**src/rtl/layer_argmax_seq.sv**
```systemverilog
// Streaming argmax over NUM_IN float32 values per frame; result held until consumed.
// Optional runner-up tracking is enabled by defining ARGMAX_TOP2_EN.
module layer_argmax_seq #(
    parameter int NUM_IN = 12,
    parameter int IDX_W  = 4
) (
    input  logic             clk,
    input  logic             rst,
    input  logic             in_valid,
    output logic             in_ready,
    input  logic [31:0]      in_data,
    output logic             out_valid,
    input  logic             out_ready,
    output logic [IDX_W-1:0] out_idx,
    output logic [31:0]      out_max
`ifdef ARGMAX_TOP2_EN
    ,
    output logic [IDX_W-1:0] out_idx2,
    output logic [31:0]      out_max2
`endif
);

    typedef enum logic {COLLECT = 1'b0, DONE = 1'b1} state_t;

    localparam logic [IDX_W-1:0] LAST = IDX_W'(NUM_IN - 1);

    state_t            state_q, state_d;
    logic [IDX_W-1:0]  cnt_q, cnt_d;
    logic [IDX_W-1:0]  idx_q, idx_d;
    logic [31:0]       max_q, max_d;
    logic              accept;

    // Strict float greater-than; NaN never wins, anything beats a stored NaN, +0 == -0.
    function automatic logic gt(input logic [31:0] a, input logic [31:0] b);
        logic a_nan, b_nan;
        a_nan = (a[30:23] == 8'hFF) && (a[22:0] != 23'd0);
        b_nan = (b[30:23] == 8'hFF) && (b[22:0] != 23'd0);
        if (a_nan) return 1'b0;
        if (b_nan) return 1'b1;
        if (a[30:0] == 31'd0 && b[30:0] == 31'd0) return 1'b0;
        case ({a[31], b[31]})
            2'b00:   return a[30:0] > b[30:0];
            2'b01:   return 1'b1;
            2'b10:   return 1'b0;
            default: return a[30:0] < b[30:0];
        endcase
    endfunction

`ifdef ARGMAX_TOP2_EN
    logic [IDX_W-1:0]  idx2_q, idx2_d;
    logic [31:0]       max2_q, max2_d;
    logic              s2v_q, s2v_d;
`endif

    assign accept = in_valid & in_ready;

    always_comb begin
        state_d   = state_q;
        cnt_d     = cnt_q;
        idx_d     = idx_q;
        max_d     = max_q;
`ifdef ARGMAX_TOP2_EN
        idx2_d    = idx2_q;
        max2_d    = max2_q;
        s2v_d     = s2v_q;
`endif
        in_ready  = (state_q == COLLECT);
        out_valid = (state_q == DONE);
        case (state_q)
            COLLECT: begin
                if (accept) begin
                    if (cnt_q == '0) begin
                        max_d = in_data;
                        idx_d = '0;
`ifdef ARGMAX_TOP2_EN
                        s2v_d = 1'b0;
`endif
                    end else if (gt(in_data, max_q)) begin
`ifdef ARGMAX_TOP2_EN
                        max2_d = max_q;
                        idx2_d = idx_q;
                        s2v_d  = 1'b1;
`endif
                        max_d = in_data;
                        idx_d = cnt_q;
                    end
`ifdef ARGMAX_TOP2_EN
                    // Losers to the leader may still take the runner-up slot.
                    else if (!s2v_q || gt(in_data, max2_q)) begin
                        max2_d = in_data;
                        idx2_d = cnt_q;
                        s2v_d  = 1'b1;
                    end
`endif
                    if (cnt_q == LAST) begin
                        cnt_d   = '0;
                        state_d = DONE;
                    end else begin
                        cnt_d = cnt_q + 1'b1;
                    end
                end
            end
            DONE: begin
                if (out_ready) state_d = COLLECT;
            end
            default: state_d = COLLECT;
        endcase
    end

    always_ff @(posedge clk or posedge rst) begin
        if (rst) begin
            state_q <= COLLECT;
            cnt_q   <= '0;
            idx_q   <= '0;
            max_q   <= '0;
`ifdef ARGMAX_TOP2_EN
            idx2_q  <= '0;
            max2_q  <= '0;
            s2v_q   <= 1'b0;
`endif
        end else begin
            state_q <= state_d;
            cnt_q   <= cnt_d;
            idx_q   <= idx_d;
            max_q   <= max_d;
`ifdef ARGMAX_TOP2_EN
            idx2_q  <= idx2_d;
            max2_q  <= max2_d;
            s2v_q   <= s2v_d;
`endif
        end
    end

    assign out_idx  = idx_q;
    assign out_max  = max_q;
`ifdef ARGMAX_TOP2_EN
    assign out_idx2 = idx2_q;
    assign out_max2 = max2_q;
`endif

endmodule
```
**config.mk**
```make
export PLATFORM = sky130hd
export DESIGN_NAME = layer_argmax_seq
export DESIGN_NICKNAME = d
export VERILOG_FILES = /design/src/rtl/layer_argmax_seq.sv
export SDC_FILE = /design/constraint.sdc
export NUM_CORES = 1
export LEC_CHECK = 0
export ABC_CLOCK_PERIOD_IN_PS = 6260
export BUFFER_PORTS_ARGS = -buffer_cell sky130_fd_sc_hd__buf_2
export CAP_MARGIN = 20
export CELL_PAD_IN_SITES_DETAIL_PLACEMENT = 1
export CELL_PAD_IN_SITES_GLOBAL_PLACEMENT = 1
export CORE_AREA = 2 2 83 85
export DETAILED_ROUTE_END_ITERATION = 10
export DIE_AREA = 0 0 85 87
export PLACE_DENSITY = 0.91
export SLEW_MARGIN = 0
export SYNTH_ARGS = -nofsm -noshare
export SYNTH_HDL_FRONTEND = slang
export SYNTH_SLANG_ARGS = --single-unit
export TNS_END_PERCENT = 30
```
**constraint.sdc**
```tcl
create_clock -name clk -period 6.26 [get_ports clk]
set_input_delay 0.313 -clock clk [delete_from_list [all_inputs] [get_ports clk]]
set_output_delay 0.313 -clock clk [all_outputs]
set_load 0.05 [all_outputs]
```
## Word-level counts from Yosys, hierarchy flattened

Cells that the tools add are included.
Widths: inputs -> output; s select.

| operators by class | value |
|---|---|
| add/subtract/negate cells | 1 |
| multipliers | 0 |
| divide/modulo/power cells | 0 |
| order comparisons | 2 |
| equality and inequality tests | 5 |
| shift-type cells | 0 |
| muxes and demuxes | 34 |
| bitwise logic cells | 2 |
| reduce and logical (&&, ||, !) cells | 12 |

Operators by type and width:

| operator | number |
|---|---|
| $mux 32 | 2 |
| $logic_not 31->1 | 2 |
| $reduce_bool 23->1 | 2 |
| $gt 31x31->1 | 1 |
| $lt 31x31->1 | 1 |
| $mux 1 | 27 |
| $eq 8x8->1 const B | 2 |
| $mux 4 | 3 |
| $add 4x1->4 const B | 1 |
| $eq 4x4->1 const B | 1 |
| $logic_not 4->1 | 1 |
| $logic_and 1x1->1 | 3 |
| $pmux 1 s3 | 1 |
| $reduce_and 3->1 | 1 |
| $eq 2x1->1 const B | 1 |
| $eq 2x2->1 const B | 1 |
| $logic_not 2->1 | 1 |
| $pmux 1 s2 | 1 |
| $reduce_and 2->1 | 1 |
| $reduce_bool 2->1 | 1 |
| $and 1x1->1 | 1 |
| $not 1->1 | 1 |

| storage, ports and cells | value |
|---|---|
| register bits | 41 |
| latch bits | 0 |
| RAM bits | 0 |
| bits in read-only memories | 0 |
| input port bits | 36 |
| output and inout port bits | 38 |
| logic and storage cells | 60 |
| memories kept | 0 |

## Longest topological paths before layout

| depth | value |
|---|---|
| word-level depth | 23 |
| gate-level depth with buffers | 11 |
| mapped depth without buffers | 10 |

## Worst setup path after synthesis

Ideal clock, no wire load.

| path | value |
|---|---|
| path kind | reg2reg |
| from | reg max_q[4], in the netlist out_max[4] |
| to | reg max_q[0], in the netlist out_max[0] |
| setup time | 125 ps |
| data arrival time | 2709 ps |
| data required time | 6135 ps |
| path slack | 3426 ps |
| stages on the path, launching flop included | 12 |
| buffers on the path | 1 |
| period minus slack after synthesis | 2834 ps |
| path through | dfrtp_1 > inv_1 > ha_1 > a211oi_1 > nor2_1 > o31ai_1 > o2111ai_1 > a21oi_1 > mux2i_1 > a21oi_4 > buf_6 > mux2_4 |

| on the way | value |
|---|---|
| word-level cells in the longest chain between the ends | 16 |
| elaborated cells on any way between the ends | 28 |
| classes of those cells | order compare (2); mux (20); reduce/logical (6) |

Ends and longest elaborated chain:

| what | line | text |
|---|---|---|
| start: declaration | 30 | `logic [31:0] max_q, max_d;` |
| start signal: assignment | 125 | `max_q <= max_d;` |
| parallel branches: the longest is 9 deep, another holds $lt 31x31->1 | - |  |
| $mux 1 * | 40 | `if (a[30:0] == 31'd0 && b[30:0] == 31'd0) return 1'b0;` |
| $mux 1 * | 39 | `if (b_nan) return 1'b1;` |
| $mux 1 * | 72 | `if (cnt_q == '0) begin` |
| $mux 1 * | 71 | `if (accept) begin` |
| $mux 1 * | 69 | `case (state_q)` |
| $reduce_bool 2->1 (no source line) * | - |  |
| $reduce_and 3->1 (no source line) * | - |  |

Mark *: on every way between the ends. The select of a mux whose other input is x is not followed.
A chain may end at the register's enable or synchronous reset.

## Final worst setup path

| path | value |
|---|---|
| from | reg max_q[12], in the netlist out_max[12] |
| to | reg max_q[12], in the netlist out_max[12] |

Same word-level chain as after synthesis.

==> reports/metrics.csv <==
metric,value,unit
Finished Layout Cells,418,
register area share after synthesis,37.31,%
Layout area overhead,20.47,%
met1 Usage GRT,28.21,%
Post-CTS Setup Bufs,0,
Worst Tran Pin Value,0.5497,ns
# diodes,0,
gpl congestion,0.7830,
worst vdd ir,0.0002606,V
top area cells in the synthesized netlist,"dfrtp_1 (37%), ha_1 (15%), mux2_4 (14%), inv_1 (5.5%), nor4_1 (3.4%)",
DR vias,2311,
grt met2 use,37.71,%
Pint,0.9805,mW
"Period Utilization, post-route",55.54,%
Syn Area/Cell,10.66,um2
Final Skew,0.006996,ns
Critical Path AT,3.66,ns
FMAX,0.2876,GHz
first-pass GRT wire length,12770,um
Psw,1.065,mW
CTS Root Buffer Type,clkbuf_8,
Seq pwr share,27.0,%
"most common cell after layout, fill and taps aside",buf_2,
TritonCTS Buffers,5,
drc violations,0,
number of iterations in the first detailed-routing pass,4,
dpl ws,2.853,ns
critical path class,register to register,
Inst Count DP,410,
Fin Hold WS,0.1379,ns
Hold Buf Count CTS,0,
GRT Util Overall,21.92,%
initial drt markers,110,
Rel. slew slack,63.35,%
Die X-Extent,85,um
RSZ-0062 raised after global routing,no,
Placeable Area,6569,um2
Worst Path Required,6.45,ns
Leakage Power,1.729,nW
Post-DP Area,3197,um2
Hold Fails Final Rpt,0,
post-CTS sizing,0,
outcome,completed,
Unique masters post-synth,37,
biggest cell delay along the critical path,0.50,ns
Clock Sinks,41,
Crit. End Element,register,
worst-path maximum fanout,23,
PD cells,617.2,nW/um2
endpoints failing setup,0,
vias in the first global route,2584,
DP HPWL,6031,um
worst hold path class,input pin to async pin,
ratio of cells with drive above 1 in the final layout,35.50,%
Final nets,406,
number of synthesized flops with an enable pin,0,
Slew Limit Fails,0,
post-DR wirelength/cell,18.61,um
switching share of power,52.05,%
Die ar.,7395,um2
synthesized area,2750,um2
"FFs w/ async S/R, synth",100.0,%
"Reg clk slew, reported paths",0.09,ns
post-synth top area share,37.31,%
Synth Instances,258,
Setup WS post-layout,2.783,ns
CTS tree,built,
CP Cell Sequence,inv_1 -> ha_1 -> nand4_1 -> nor3_1 -> o31ai_1 -> o2111ai_1 -> a21oi_1 -> mux2i_1 -> a21oi_4 -> buf_4 -> mux2_2,
Routed Antenna Nets,0,
num rows,30,
Avg Vias per Cell,5.529,
clock share of power,11.1,%
"area leader, netlist",dfrtp_1,
port bufs,73,
CP Launch Type,register,
Die H,87,um
setup TNS,0,ns
part of the power in combinational logic,61.8,%
GRT busiest layer,met2,
gr ovfl total,0,
Synth Warn #,0,
met3 usage,3.412,%
post-route minimum period,3.477,ns
largest net degree at the start of global routing,42,
most frequent cells in the layout,"buf_2 (73), dfrtp_1 (41), inv_1 (40)",
antenna violations before repair,0,
Max clock buf depth,2,
final wirelength,7779,um
Skew-Pair Late Insertion Delay,0.30,ns
design area,3313,um2
H-Tree Level Count,2,
syn_nets,327,
max_cap viols,0,
Post-synth top flop,dfrtp_1,
Synth Register Bits,41,
io pins,74,
Crit-path slowest cell,a21oi_4,
starting density of the core,41.87,%
## cells by family after synthesis
group	share of synthesized area (%)
AO/OA/AOI/OAI	11.15
adder cells (fa/ha/maj)	15.01
buffers and inverters	6.688
flip-flops	37.31
multiplexers	16.61
AND/OR/NAND/NOR	13.24
## critical path, delay by kind of cell, from the launching register on
kind / cells / cell delay [ns]
flops: 1 / 0.41
compound gates: 4 / 0.93
fa+ha+maj: 1 / 0.31
mux: 2 / 0.61
buf+inv: 2 / 0.55
simple gates: 2 / 0.57
## synthesized netlist by cell type (3+ instances only)
cell type,number
o2bb2ai_1,3
inv_1,40
a21oi_1,16
nor3_1,6
o21ai_0,8
nand4_1,12
buf_6,3
nand2_1,13
dfrtp_1,41
o21ai_1,3
ha_1,33
mux2_2,5
mux2_4,26
nor2_1,6
nor4_1,15
## sequential cells by signal, summed over array words and instances, names as in the netlist
signal / flops
out_max: 32
cnt_q: 4
out_valid: 1
out_idx: 4
## power groups by stage
| stage | combinational (mW) | clock [mW] | sequential, mW |
|---|---|---|---|
| finish | 1.26 | 0.228 | 0.553 |
| global route | 1.36 | 0.240 | 0.577 |
| CTS | 1.27 | 0.232 | 0.553 |
| detailed placement | 1.26 | 0 | 0.558 |
| global placement | 1.20 | 0 | 0.550 |
| floorplan | 0.584 | 0 | 0.932 |
## final cells by class
class / count / area (um2)
clock inverter: 1 / 30.03
sequential: 41 / 1026
inverter: 40 / 150.1
timing repair buffer: 75 / 380.4
clock buffer: 7 / 86.33
multi-input combinational: 174 / 1540
fill: 758 / 3256
tap: 80 / 100.1
## path summary, 6_finish.rpt
| kind | depth (start not counted) | end | start | slack [ns] |
|---|---|---|---|---|
| setup / recovery | 11 | out_max[12] | out_max[12] | 2.78 |
| hold / removal | 3 | cnt_q[2] | rst | 0.14 |
| setup reg to reg | 11 | out_max[12] | out_max[12] | 2.78 |
| hold reg to reg | 1 | out_idx[0] | out_idx[0] | 0.50 |
| max in group asynchronous | 3 | out_max[23] | rst | 5.74 |
| min in group clk | 2 | out_valid | out_ready | 0.17 |
## per-stage QoR
stage / power, mW / utilization (%)
after CTS: 2.057 / 50.44
after global routing: 2.178 / 50.44
final: 2.045 / 50.44
after detailed placement: 1.815 / 48.67
after floorplan: 1.516 / -
after global placement: 1.755 / 48.67
## routing by layer
metal,wire length [um],up-vias
li1,-,1105
met1,3548,1136
met2,3789,57
met3,278,13
met4,163,0
met5,0,-
(Power assumes the default switching activity.)
